<file path="src/rtl/vga_bus_arbiter_if.sv">
// Bus bundle for the VGA/CPU video RAM arbiter.
// Names match the arbiter's port list, seen from the arbiter.
//   slave  : the arbiter itself (takes i_*, drives o_*)
//   master : the environment (VGA controller, CPU, RAM model)
// Signal groups:
//   vgamaster_* : VGA fetch port (addr, cs, look-ahead access, read data)
//   cpu_*       : CPU port (addr, wdata, cs, we, rdata, ack, starved)
//   mem_*       : synchronous RAM port (addr, wdata, rdata, cs, we)
interface vga_bus_arbiter_if;
   logic [15:0] i_vgamaster_addr;
   logic        i_vgamaster_cs;
   logic        i_vgamaster_access;
   logic [7:0]  o_vgamaster_dat;

   logic [15:0] i_cpu_addr;
   logic [7:0]  i_cpu_dat;
   logic        i_cpu_cs;
   logic        i_cpu_we;
   logic [7:0]  o_cpu_dat;
   logic        o_cpu_ack;
   logic        o_cpu_starved;

   logic [15:0] o_mem_addr;
   logic [7:0]  o_mem_dat;
   logic [7:0]  i_mem_dat;
   logic        o_mem_cs;
   logic        o_mem_we;

   modport slave (
      input  i_vgamaster_addr, i_vgamaster_cs, i_vgamaster_access,
      output o_vgamaster_dat,
      input  i_cpu_addr, i_cpu_dat, i_cpu_cs, i_cpu_we,
      output o_cpu_dat, o_cpu_ack, o_cpu_starved,
      output o_mem_addr, o_mem_dat, o_mem_cs, o_mem_we,
      input  i_mem_dat
   );

   modport master (
      output i_vgamaster_addr, i_vgamaster_cs, i_vgamaster_access,
      input  o_vgamaster_dat,
      output i_cpu_addr, i_cpu_dat, i_cpu_cs, i_cpu_we,
      input  o_cpu_dat, o_cpu_ack, o_cpu_starved,
      input  o_mem_addr, o_mem_dat, o_mem_cs, o_mem_we,
      output i_mem_dat
   );
endinterface

</file>
<file path="src/rtl/vga_bus_arbiter.sv">
// Video RAM arbiter: owns the single 8-bit synchronous RAM port (1-cycle
// read latency). The VGA fetch master always wins; CPU requests are slotted
// into cycles where VGA neither strobes cs nor announces access for the
// next cycle. Each CPU transfer ends with a one-cycle ack.
// Ports:
//   i_clk      : system/pixel clock
//   i_reset_n  : asynchronous active-low reset
//   bus        : vga_bus_arbiter_if.slave (VGA, CPU and RAM signal groups)
// Parameter:
//   WAIT_LIMIT : stall cycles one CPU request may take before o_cpu_starved
//
// state | meaning
// IDLE  | free to grant a pending CPU request
// ACK   | CPU access issued last cycle; ack pulses, read data on i_mem_dat
module vga_bus_arbiter #(
   parameter logic [7:0] WAIT_LIMIT = 8'd16
) (
   input  logic                  i_clk,
   input  logic                  i_reset_n,
   vga_bus_arbiter_if.slave      bus
);

   typedef enum logic {
      IDLE = 1'b0,
      ACK  = 1'b1
   } state_t;

   state_t      state_q, state_d;
   logic        owner_cpu_q, owner_cpu_d;
   logic [7:0]  cpu_rdat_q, cpu_rdat_d;
   logic [7:0]  wait_cnt_q, wait_cnt_d;
   logic        starved_q, starved_d;
   logic        cpu_grant;
   logic        cpu_stall;

   // Reset gates the grant so the RAM is never selected while held in reset.
   assign cpu_grant = i_reset_n & bus.i_cpu_cs & (state_q == IDLE) &
                      ~bus.i_vgamaster_cs & ~bus.i_vgamaster_access;
   assign cpu_stall = bus.i_cpu_cs & (state_q == IDLE) & ~cpu_grant;

   always_ff @(posedge i_clk or negedge i_reset_n) begin
      if (!i_reset_n) begin
         state_q     <= IDLE;
         owner_cpu_q <= 1'b0;
         cpu_rdat_q  <= 8'h00;
         wait_cnt_q  <= 8'h00;
         starved_q   <= 1'b0;
      end else begin
         state_q     <= state_d;
         owner_cpu_q <= owner_cpu_d;
         cpu_rdat_q  <= cpu_rdat_d;
         wait_cnt_q  <= wait_cnt_d;
         starved_q   <= starved_d;
      end
   end

   always_comb begin
      state_d     = state_q;
      owner_cpu_d = 1'b0;
      cpu_rdat_d  = cpu_rdat_q;
      wait_cnt_d  = wait_cnt_q;
      starved_d   = starved_q;

      case (state_q)
         IDLE: begin
            if (cpu_grant) begin
               state_d     = ACK;
               // Remember it was a read so only reads refresh cpu_rdat_q.
               owner_cpu_d = ~bus.i_cpu_we;
            end
         end
         ACK: begin
            state_d = IDLE;
            if (owner_cpu_q) begin
               cpu_rdat_d = bus.i_mem_dat;
            end
         end
         default: state_d = IDLE;
      endcase

      if (cpu_grant) begin
         wait_cnt_d = 8'h00;
      end else if (cpu_stall) begin
         if (wait_cnt_q == WAIT_LIMIT) begin
            starved_d = 1'b1;
         end
         if (wait_cnt_q != 8'hFF) begin
            wait_cnt_d = wait_cnt_q + 8'h01;
         end
      end
   end

   assign bus.o_mem_cs   = i_reset_n & (bus.i_vgamaster_cs | cpu_grant);
   assign bus.o_mem_we   = cpu_grant & bus.i_cpu_we;
   assign bus.o_mem_addr = bus.i_vgamaster_cs ? bus.i_vgamaster_addr :
                           cpu_grant          ? bus.i_cpu_addr       : 16'h0000;
   assign bus.o_mem_dat  = bus.i_cpu_dat;

   // RAM latency lines up with the VGA sampling the cycle after its cs.
   assign bus.o_vgamaster_dat = bus.i_mem_dat;

   assign bus.o_cpu_ack     = (state_q == ACK);
   assign bus.o_cpu_dat     = (state_q == ACK) ? bus.i_mem_dat : cpu_rdat_q;
   assign bus.o_cpu_starved = starved_q;

endmodule

</file>
<file path="src/flat_wrapper.sv">
// flat-port wrapper written by rule: the top's interface ports become plain ports
module vga_bus_arbiter_flat 
#(
   parameter logic [7:0] WAIT_LIMIT = 8'd16
)
  (i_clk, i_reset_n, bus_i_vgamaster_addr, bus_i_vgamaster_cs, bus_i_vgamaster_access, bus_o_vgamaster_dat, bus_i_cpu_addr, bus_i_cpu_dat, bus_i_cpu_cs, bus_i_cpu_we, bus_o_cpu_dat, bus_o_cpu_ack, bus_o_cpu_starved, bus_o_mem_addr, bus_o_mem_dat, bus_o_mem_cs, bus_o_mem_we, bus_i_mem_dat);
  vga_bus_arbiter_if bus_i ();
  input  logic i_clk;
  input  logic i_reset_n;
  input wire logic [$bits(bus_i.i_vgamaster_addr)-1:0] bus_i_vgamaster_addr;
  input wire logic [$bits(bus_i.i_vgamaster_cs)-1:0] bus_i_vgamaster_cs;
  input wire logic [$bits(bus_i.i_vgamaster_access)-1:0] bus_i_vgamaster_access;
  output wire logic [$bits(bus_i.o_vgamaster_dat)-1:0] bus_o_vgamaster_dat;
  input wire logic [$bits(bus_i.i_cpu_addr)-1:0] bus_i_cpu_addr;
  input wire logic [$bits(bus_i.i_cpu_dat)-1:0] bus_i_cpu_dat;
  input wire logic [$bits(bus_i.i_cpu_cs)-1:0] bus_i_cpu_cs;
  input wire logic [$bits(bus_i.i_cpu_we)-1:0] bus_i_cpu_we;
  output wire logic [$bits(bus_i.o_cpu_dat)-1:0] bus_o_cpu_dat;
  output wire logic [$bits(bus_i.o_cpu_ack)-1:0] bus_o_cpu_ack;
  output wire logic [$bits(bus_i.o_cpu_starved)-1:0] bus_o_cpu_starved;
  output wire logic [$bits(bus_i.o_mem_addr)-1:0] bus_o_mem_addr;
  output wire logic [$bits(bus_i.o_mem_dat)-1:0] bus_o_mem_dat;
  output wire logic [$bits(bus_i.o_mem_cs)-1:0] bus_o_mem_cs;
  output wire logic [$bits(bus_i.o_mem_we)-1:0] bus_o_mem_we;
  input wire logic [$bits(bus_i.i_mem_dat)-1:0] bus_i_mem_dat;
  assign bus_i.i_vgamaster_addr = bus_i_vgamaster_addr;
  assign bus_i.i_vgamaster_cs = bus_i_vgamaster_cs;
  assign bus_i.i_vgamaster_access = bus_i_vgamaster_access;
  assign bus_o_vgamaster_dat = bus_i.o_vgamaster_dat;
  assign bus_i.i_cpu_addr = bus_i_cpu_addr;
  assign bus_i.i_cpu_dat = bus_i_cpu_dat;
  assign bus_i.i_cpu_cs = bus_i_cpu_cs;
  assign bus_i.i_cpu_we = bus_i_cpu_we;
  assign bus_o_cpu_dat = bus_i.o_cpu_dat;
  assign bus_o_cpu_ack = bus_i.o_cpu_ack;
  assign bus_o_cpu_starved = bus_i.o_cpu_starved;
  assign bus_o_mem_addr = bus_i.o_mem_addr;
  assign bus_o_mem_dat = bus_i.o_mem_dat;
  assign bus_o_mem_cs = bus_i.o_mem_cs;
  assign bus_o_mem_we = bus_i.o_mem_we;
  assign bus_i.i_mem_dat = bus_i_mem_dat;
  vga_bus_arbiter #(.WAIT_LIMIT(WAIT_LIMIT)) u_core (.i_clk(i_clk), .i_reset_n(i_reset_n), .bus(bus_i));
endmodule
</file>
<file path="config.mk">
export PLATFORM = sky130hd
export DESIGN_NAME = vga_bus_arbiter_flat
export DESIGN_NICKNAME = d
export VERILOG_FILES = /design/src/rtl/vga_bus_arbiter_if.sv /design/src/rtl/vga_bus_arbiter.sv /design/src/flat_wrapper.sv
export SDC_FILE = /design/constraint.sdc
export NUM_CORES = 1
export LEC_CHECK = 0
export ABC_CLOCK_PERIOD_IN_PS = 1530
export CAP_MARGIN = 30
export CORE_MARGIN = 3
export CORE_UTILIZATION = 31
export DETAILED_ROUTE_END_ITERATION = 10
export GPL_TIMING_DRIVEN = 0
export PLACE_DENSITY = 0.77
export SLEW_MARGIN = 40
export SYNTH_ARGS = -nofsm -noshare
export SYNTH_HDL_FRONTEND = slang
export SYNTH_SLANG_ARGS = --single-unit
</file>
<file path="constraint.sdc">
create_clock -name i_clk -period 1.53 [get_ports i_clk]
set_input_delay 0.3825 -clock i_clk [delete_from_list [all_inputs] [get_ports i_clk]]
set_output_delay 0.3825 -clock i_clk [all_outputs]
set_load 0.05 [all_outputs]
</file>
==> flow_summary.json <==
{
  "seq_area_sq_um": 477,
  "synth_cell_type_count": 32,
  "period_needed_ps": 1890,
  "violations": "negative setup slack",
  "die_area_sq_mm": 0.00504,
  "ant_nets": 0,
  "core_sq_mm": 0.00385,
  "maxCapViolations": 0,
  "via_per_inst": 4.94,
  "startpoint_type": "flop",
  "insertion_delay_ps": 260,
  "crit_buf_inv": 4,
  "fin_ws_ps": -362,
  "wirelength_microns": 4160,
  "cts-root-buf": "clkbuf_8",
  "grt_max_degree": 20,
  "grt_pass1_vias": 1401,
  "power.density_mw_per_mm2": 751,
  "initial_core_util": 0.340,
  "cp.required_ps": 1150,
  "finalCritPeriodShare": 1.24,
  "slowest_delay_ps": 420,
  "clkTransAtPathRegs_ps": 70,
  "dpl.hpwl_microns": 3090,
  "cts_made_buffers": 3,
  "multi_input_area_sq_um": 821,
  "dieHeight_microns": 71.0,
  "final_cell_area_sq_mm": 0.00272,
  "routedWlPerCell_microns": 14.8,
  "drtIter0Drc": 36,
  "fin_nets": 290,
  "arrival_ps": 1510,
  "hold_viol": 0,
  "htreeDepth": 1,
  "placed_area_sq_mm": 0.00237,
  "final.fill_count": 283,
  "rows": 22,
  "drive_gt1_frac": 0.524,
  "worstSetupPathType": "reg -> out",
  "grt_use_total": 0.163,
  "cts_sinks": 19,
  "ctsLongestPathBuffers": 2,
  "hp-class": "in -> async",
  "n_antenna_cell": 0,
  "crit_slowest_cell": "dfrtp_2",
  "overflow": 0,
  "die_width_microns": 71.0,
  "antenna_found_initial": 0,
  "ios": 98,
  "port_buffers": 88,
  "firstDrtPassIters": 4,
  "status": "finished, violations left",
  "p_total_uw": 2040,
  "vdd_drop_max_uv": 393,
  "vias": 1389,
  "crit_path_end_kind": "primary output",
  "place.gp.congestion": 0.900,
  "fmax_ghz": 0.529,
  "areaGrowthSynthToFinish_pct": 108,
  "crit_path_max_fanout": 5,
  "rrSetupSlack_ps": 100,
  "syn-cell-area_sq_mm": 0.00131,
  "rsz0062_at_grt": "yes",
  "setup_viol": 26,
  "crit_chain": "nor2b_1, buf_4, nand2_8, inv_8, clkbuf_16, a22o_4, buf_8",
  "crit_family": "buffers and inverters",
  "syn_avg_cell_area_sq_um": 10.2,
  "maxSlewViolCount": 0,
  "ys_ff_latch": 19,
  "grt_pass1_wl_microns": 6620,
  "drc_errors": 0,
  "relSlewSlack": 0.665,
  "fin_hold_ws_ps": 152,
  "syn-num-nets": 184,
  "cellLeakagePower_uw": 0.00128,
  "yosysSeqAreaShare": 0.363,
  "fin_skew_ps": 6.25,
  "cts_tree": "yes",
  "worstMarginPinSlew_ps": 504,
  "ys_warn_count": 0,
  "syn_inst": 128
}
-- placed cells by master, fill, tap and decap left out, types with 2 or more instances in the layout --
| master | netlist | routed |
|---|---|---|
| a22o_2 | 0 | 4 |
| nor2_1 | 6 | 6 |
| ha_1 | 2 | 2 |
| inv_1 | 5 | 5 |
| nand3_1 | 4 | 3 |
| nand2_1 | 9 | 8 |
| clkdlybuf4s50_1 | 0 | 33 |
| mux2_4 | 0 | 8 |
| dlymetal6s2s_1 | 0 | 2 |
| o21ai_0 | 5 | 5 |
| mux2_2 | 16 | 8 |
| a22o_4 | 0 | 12 |
| buf_4 | 17 | 27 |
| a31oi_1 | 3 | 3 |
| buf_2 | 1 | 2 |
| dlygate4sd2_1 | 0 | 14 |
| clkbuf_8 | 0 | 3 |
| buf_6 | 2 | 12 |
| dfrtp_1 | 19 | 18 |
| buf_12 | 0 | 2 |
| a21oi_1 | 3 | 3 |
| buf_8 | 0 | 24 |
| nor2b_1 | 2 | 2 |
| clkbuf_2 | 0 | 3 |
-- power by group --
part | internal (uW) | switching, uW | leakage (uW)
Combinational | 466 | 548 | 0.00102
Clock | 181 | 164 | 0.0000255
Sequential | 590 | 91.4 | 0.000236
Total | 1240 | 803 | 0.00128
-- final timing paths --
check / cells after the start / start / to
worst max-delay path: 7 / u_core.bus.o_cpu_ack / bus_o_mem_addr[8]
worst min-delay path: 2 / i_reset_n / u_core.cpu_rdat_q[2]
worst max register to register: 5 / u_core.wait_cnt_q[0] / u_core.wait_cnt_q[5]
worst min register to register: 1 / u_core.bus.o_cpu_starved / u_core.bus.o_cpu_starved
max in group asynchronous: 2 / i_reset_n / u_core.bus.o_cpu_ack
min in group i_clk: 2 / bus_i_mem_dat[5] / u_core.cpu_rdat_q[5]
-- cell usage after synthesis --
master    instances  share of area
nor4_4            1          0.016
nand2_1           9          0.026
nor3_1            1         0.0038
nand2_2           1         0.0048
a41o_2            1         0.0086
and3_1            1         0.0048
o31ai_1           2          0.011
buf_2             1         0.0038
ha_1              2          0.019
nand4_2           1         0.0096
inv_4             1         0.0048
o21ai_1           1         0.0038
inv_1             5          0.014
mux2_2           16           0.14
nor4b_1           1         0.0067
buf_6             2          0.017
a31oi_1           3          0.014
nor3b_4           1          0.014
nor2b_1           2         0.0096
dfrtp_1          19           0.36
and4_1            1         0.0067
a311oi_1          1         0.0067
a21oi_1           3          0.011
nand3_1           4          0.015
nand4_1           1         0.0048
a22o_1           16           0.11
o21ai_0           5          0.019
nor2_1            6          0.017
or2_4             1         0.0067
buf_4            17          0.098
clkbuf_1          1         0.0029
nand2b_4          1          0.011
-- timing repair --
action,4_1_cts,5_1_grt
hold endpoints to repair,19,0
hold buffers,1,0
endpoints found under the setup margin,45,33
buffers inserted,7,3
pin swaps,2,2
gates cloned,1,1
resized for setup,297,11
-- registers in the layout, indices dropped and copies added (netlist names) --
register	count
u_core.bus.o_cpu_ack	1
u_core.bus.o_cpu_starved	1
u_core.cpu_rdat_q	8
u_core.owner_cpu_q	1
u_core.wait_cnt_q	8
-- layout make-up --
cell class,count,area share
timing repair buffer,100,0.406
multi-input combinational,82,0.302
sequential,19,0.175
buffer,21,0.0645
tap,48,0.0221
clock buffer,3,0.0152
inverter,6,0.0110
timing repair inverter,1,0.00230
clock inverter,1,0.00184
-- cell families (layout without fill, tap and decap cells) --
| logic type | count (synthesis) | in the layout | share of synthesized area |
|---|---|---|---|
| compound gates | 32 | 32 | 0.183 |
| fa+ha+maj | 2 | 2 | 0.0191 |
| buf+inv | 27 | 132 | 0.141 |
| flops | 19 | 19 | 0.363 |
| mux | 16 | 16 | 0.138 |
| simple gates | 32 | 32 | 0.157 |
-- worst reg2reg max path, cell delays in order (launching register included) --
cell	delay, ps
dfrtp_1	410
ha_1	230
nand3_2	140
or2_4	270
and4_1	190
o21ai_1	120
-- stage by stage --
step	cells	utilization	worst slack [ps]	setup TNS, ps
after floorplan	128	-	-169	-2390
after global placement	264	0.617	-2150	-56730
after detailed placement	264	0.616	-1440	-36570
after CTS	277	0.689	-379	-6660
after global routing	281	0.705	-439	-8210
final	281	0.705	-362	-6650
-- routing by layer --
layer | part of all wire | vias to the layer above | global-route usage
li1 | - | 668 | -
met1 | 0.38 | 635 | 0.196
met2 | 0.52 | 78 | 0.296
met3 | 0.093 | 8 | 0.0384
met4 | 0.0091 | 0 | 0.0313
met5 | 0 | - | 0
(Power assumes the default switching activity.)
